**config.mk**
```make
export PLATFORM = sky130hd
export DESIGN_NAME = clk_div_ctrl
export DESIGN_NICKNAME = d
export VERILOG_FILES = /design/src/rtl/clk_div_ctrl.sv
export SDC_FILE = /design/constraint.sdc
export NUM_CORES = 1
export LEC_CHECK = 0
export BUFFER_PORTS_ARGS = -buffer_cell sky130_fd_sc_hd__buf_2
export CORE_MARGIN = 2
export CORE_UTILIZATION = 55
export DETAILED_ROUTE_END_ITERATION = 16
export HOLD_SLACK_MARGIN = 0.12
export PLACE_DENSITY_LB_ADDON = 0.1
export SETUP_SLACK_MARGIN = 0.2
export SYNTH_ARGS = -nofsm -noshare
export SYNTH_HDL_FRONTEND = slang
export SYNTH_SLANG_ARGS = --single-unit
```
**constraint.sdc**
```tcl
create_clock -name clk -period 6.6 [get_ports clk]
set_input_delay 0.66 -clock clk [delete_from_list [all_inputs] [get_ports clk]]
set_output_delay 0.66 -clock clk [all_outputs]
set_load 0.02 [all_outputs]
```
**src/rtl/clk_div_ctrl.sv**
```systemverilog
// Runtime-programmable clock-enable / divided-clock generator with glitch-free
// divisor updates at period boundaries and a start/stop sequencer.
module clk_div_ctrl #(
    parameter int CNT_W       = 16,
    parameter int DEFAULT_DIV = 10,
    parameter int MIN_DIV     = 2
) (
    input  logic             clk,
    input  logic             reset,
    input  logic             en,
    input  logic             cfg_valid,
    input  logic [CNT_W-1:0] cfg_div,
    output logic             cfg_ready,
    output logic             cfg_err,
    output logic             tick,
    output logic             clko,
    output logic             busy,
    output logic [CNT_W-1:0] cur_div
);

    typedef enum logic [1:0] {
        IDLE,
        RUN,
        STOPPING
    } state_t;

    state_t           state, state_nx;
    logic [CNT_W-1:0] cnt, cnt_nx;
    logic [CNT_W-1:0] div_nx;
    logic [CNT_W-1:0] pend_div, pend_nx;
    logic             pend_valid, pend_valid_nx;
    logic             ready_nx, err_nx, tick_nx, clko_nx, busy_nx;
    logic             wrap;

    always_comb begin
        // NOTE: every variable gets a default first so no path can infer a latch.
        state_nx      = state;
        cnt_nx        = cnt;
        div_nx        = cur_div;
        pend_nx       = pend_div;
        pend_valid_nx = pend_valid;
        ready_nx      = cfg_ready;
        err_nx        = 1'b0;
        wrap          = (state != IDLE) && (cnt == cur_div - CNT_W'(1));

        case (state)
            IDLE: begin
                cnt_nx = '0;
                if (en) state_nx = RUN;
            end
            RUN: begin
                cnt_nx = wrap ? '0 : cnt + CNT_W'(1);
                if (!en) state_nx = STOPPING;
            end
            STOPPING: begin
                cnt_nx = wrap ? '0 : cnt + CNT_W'(1);
                if (en)        state_nx = RUN;
                else if (wrap) state_nx = IDLE;
            end
            default: begin
                state_nx = IDLE;
                cnt_nx   = '0;
            end
        endcase

        // A pending divisor blocks cfg_ready, so it can never collide with a new accept.
        if (wrap && pend_valid) begin
            div_nx        = pend_div;
            pend_valid_nx = 1'b0;
            ready_nx      = 1'b1;
        end

        if (cfg_valid && cfg_ready) begin
            if (cfg_div < CNT_W'(MIN_DIV)) begin
                err_nx = 1'b1;
            end else if (state == IDLE) begin
                div_nx = cfg_div;
            end else begin
                pend_nx       = cfg_div;
                pend_valid_nx = 1'b1;
                ready_nx      = 1'b0;
            end
        end

        // Outputs are registered, so they are derived from next-cycle count and divisor.
        busy_nx = (state_nx != IDLE);
        tick_nx = busy_nx && (cnt_nx == div_nx - CNT_W'(1));
        clko_nx = busy_nx && (cnt_nx >= (div_nx >> 1));
    end

    always_ff @(posedge clk) begin
        // NOTE: sequential state uses non-blocking assignments only.
        if (reset) begin
            state      <= IDLE;
            cnt        <= '0;
            cur_div    <= CNT_W'(DEFAULT_DIV);
            pend_div   <= '0;
            pend_valid <= 1'b0;
            cfg_ready  <= 1'b1;
            cfg_err    <= 1'b0;
            tick       <= 1'b0;
            clko       <= 1'b0;
            busy       <= 1'b0;
        end else begin
            state      <= state_nx;
            cnt        <= cnt_nx;
            cur_div    <= div_nx;
            pend_div   <= pend_nx;
            pend_valid <= pend_valid_nx;
            cfg_ready  <= ready_nx;
            cfg_err    <= err_nx;
            tick       <= tick_nx;
            clko       <= clko_nx;
            busy       <= busy_nx;
        end
    end

endmodule

```
==> results.cfg <==
[place]
io_buffer_count = 40
place_inst = 637
place.gp.congestion = 0.967
placed_area_um2 = 4410
place_hpwl_um = 8730

[global_routing]
grt.overflow.total = 0
grt_first_pass_wirelength_um = 18700
first_global_vias = 3746
gr-usage-all-layers_pct = 27.8
largest_net_degree_at_the_start_of_global_routing = 55
grt_antenna_before_repair = 0

[timing]
layout_worst_path_cycle_share_pct = 86.0
timing.setup.tns_ns = 0
maxSlewHeadroom_pct = 25.2
finClkSkew_ns = 0.00439
finalMaxSlewViolations = 0
tightest_slew_ns = 1.12
hold_viol = 0
fmax_ghz = 0.176
final.min_clock_period_ns = 5.67
report.final.setup_viol = 0
grt_setup_unrepaired = false

[floorplan]
die_width_um = 91.7
floorplan.io_pins = 41
placeableCoreArea_um2 = 7330
rows = 31
die_height_um = 91.7
starting_density_pct = 57.7
floorplan.die_area_um2 = 8410

[clock_network]
h-tree-depth = 2
root_buffer = sky130_fd_sc_hd__clkbuf_8
cts_buffer_depth = 2
tritoncts = done
post_cts_buffers = 0
clock_latency_ns = 0.31
numCtsBuffers = 5
post_cts_resized = 0
worst_setup_hold_path_clk_slew_ns = 0.10
clkSinkCount = 56
hold_buffers = 0

[detailed_routing]
drt_wl_total_um = 11500
avgRoutedWirePerCell_um = 17.9
vias = 3954
viasPerCell = 6.13
detailedRoute.firstIterationViolations = 292
drcViolationCount = 0
postRouteAntennaNets = 0
drtPass1Iterations = 4

[critical_path]
slowest_stage = sky130_fd_sc_hd__or4b_2
crit_chain = inv_1 -> ha_1 -> or4b_2 -> nor4_1 -> o21ai_0 -> a22oi_2 -> nand4_2 -> nor2_4 -> a21oi_1 -> o21ai_0 -> ha_1 -> nand2b_1 -> a21o_1 -> a21o_1 -> a21o_1 -> a21o_1 -> a21o_1 -> a21o_1 -> a21oi_1 -> nor3b_1 -> o311ai_0 -> a21boi_0 -> o31a_1
critical_path_arrival_ns = 5.89
crit_path_frequent_cell = sky130_fd_sc_hd__a21o_1
critical_path.n_buffers_inverters = 1
max_stage_delay_ns = 0.67
r2r_setup_slack_ns = 0.93
timing.critical_path.from_type = register
timing.critical_path.to_type = register
cp.required_ns = 6.81
critical_path_peak_fanout = 14
crit_family = compound AO/OA/AOI/OAI gates
setup.worst_path.class = register to register

[min_path]
worstHoldPathType = register to register

[run]
timing.max_cap.violations = 0

[yosys]
average_footprint_of_a_synthesized_cell_um2 = 8.04
synthMostInstantiatedCell = sky130_fd_sc_hd__nor2_1
synthesis.yosys.warnings = 0
number_of_distinct_standard_cells_referenced_by_the_synthesized_netlist = 79
syn_inst = 526
synth.ff_latch_count = 56
synth_common_cells = sky130_fd_sc_hd__nor2_1 (70), sky130_fd_sc_hd__dfxtp_1 (56), sky130_fd_sc_hd__nand2_1 (38)
synth.area.top_cells = sky130_fd_sc_hd__dfxtp_1 (27%), sky130_fd_sc_hd__ha_1 (6.5%), sky130_fd_sc_hd__nor2_1 (6.2%)
synth_top_area_share_pct = 26.5
synth_fp_nets = 568
cell_area_after_synthesis_um2 = 4230
synth_ff_type = sky130_fd_sc_hd__dfxtp_1
synth_top_area_cell = sky130_fd_sc_hd__dfxtp_1
synth_edf_count = 0
asyncSetResetFlopFracSynth_pct = 0
sequential_element_share_of_the_synthesized_area_pct = 26.5

[final_layout]
layout-drive-gt1-share_pct = 15.8
num-nets-final = 587
diodes = 0
postLayoutCellArea_um2 = 4520
area_growth_syn_to_layout_pct = 6.86
num-fill-cells = 689
final-instance-count-excl-fill = 645
finalCoreUtilization_pct = 61.6

[power]
power_density_normalized_to_cell_area_nw_per_um2 = 219
leakage_power_nw = 1.81
vdd.ir_drop.worst_v = 0.000119
total_power_w = 0.000991

[outcome]
outcome = finished clean
per-stage QoR:
stage / setup WS [ns] / hold slack [ns]
finish: 0.927 / 0.494
global route: 0.408 / 0.520
CTS: 1.02 / 0.497
detailed placement: 1.03 / 0.482
global placement: 1.21 / 0.471
floorplan: 1.48 / 0.452
state kept, by name, summed over array words and instances (netlist names), 2 cells and up:
| register | flops |
|---|---|
| cnt | 16 |
| cur_div | 16 |
| pend_div | 16 |
| state | 2 |
final timing paths:
check                           startpoint       to  cells after the start
worst max-delay path            cur_div[0]     clko                     23
worst min-delay path             cfg_ready  cfg_err                      2
worst max register to register  cur_div[0]     clko                     23
worst min register to register   cfg_ready  cfg_err                      2
routing by layer:
layer / routed length (um) / track usage (%) / part of all wire (%)
met5: 0 / 0 / 0
met4: 325 / 11.3 / 2.8
met3: 591 / 3.20 / 5.1
met2: 5310 / 45.0 / 46
met1: 5310 / 37.8 / 46
worst register-to-register path: stages (launching register included):
cell and delay [ns]:
sky130_fd_sc_hd__dfxtp_1 0.41, sky130_fd_sc_hd__inv_1 0.09, sky130_fd_sc_hd__ha_1 0.25, sky130_fd_sc_hd__or4b_2 0.67, sky130_fd_sc_hd__nor4_1 0.24, sky130_fd_sc_hd__o21ai_0 0.14, sky130_fd_sc_hd__a22oi_2 0.18, sky130_fd_sc_hd__nand4_2 0.32
sky130_fd_sc_hd__nor2_4 0.45, sky130_fd_sc_hd__a21oi_1 0.12, sky130_fd_sc_hd__o21ai_0 0.31, sky130_fd_sc_hd__ha_1 0.29, sky130_fd_sc_hd__nand2b_1 0.14, sky130_fd_sc_hd__a21o_1 0.18, sky130_fd_sc_hd__a21o_1 0.17, sky130_fd_sc_hd__a21o_1 0.17
sky130_fd_sc_hd__a21o_1 0.16, sky130_fd_sc_hd__a21o_1 0.17, sky130_fd_sc_hd__a21o_1 0.17, sky130_fd_sc_hd__a21oi_1 0.13, sky130_fd_sc_hd__nor3b_1 0.07, sky130_fd_sc_hd__o311ai_0 0.34, sky130_fd_sc_hd__a21boi_0 0.15, sky130_fd_sc_hd__o31a_1 0.25
kinds of logic after synthesis:
kind of cell / share of synthesized area (%)
AOI/OAI and AO/OA: 17.8
xor gates and xnor gates: 10.4
adders and majority gates: 6.51
buffers and inverters: 5.53
DFF: 26.5
muxes: 4.26
and+or+nand+nor: 29.1
power breakdown:
part	internal [W]	total, W	switching (W)
Combinational	0.000140	0.000361	0.000221
Clock	0.000113	0.000231	0.000119
Sequential	0.000360	0.000398	0.0000383
Total	0.000613	0.000991	0.000378
placed cells by master, fill, tap and decap left out, drive strengths merged, types with 5 or more instances in the layout:
cell type  count
nor2          71
dfxtp         56
buf           41
nand2         39
xnor2         28
nor3          23
xor2          22
ha            22
nand3         21
inv           21
mux2i         18
a21oi         18
o21ai         15
nand4         12
or2           11
a211oi        10
and3           9
nor4           9
nand2b         8
and2           6
or3            6
a21o           6
a31oi          6
clkbuf         5
o211ai         5
layout make-up:
cell class	instances	area (um^2)	share of cell area, %
multi-input combinational	420	2880	63.6
clock buffer	5	68.8	1.52
sequential	56	1120	24.8
timing repair buffer	41	208	4.60
clock inverter	3	42.5	0.941
tap	99	124	2.74
inverter	21	78.8	1.74
Power figures use the tool's default switching activity.
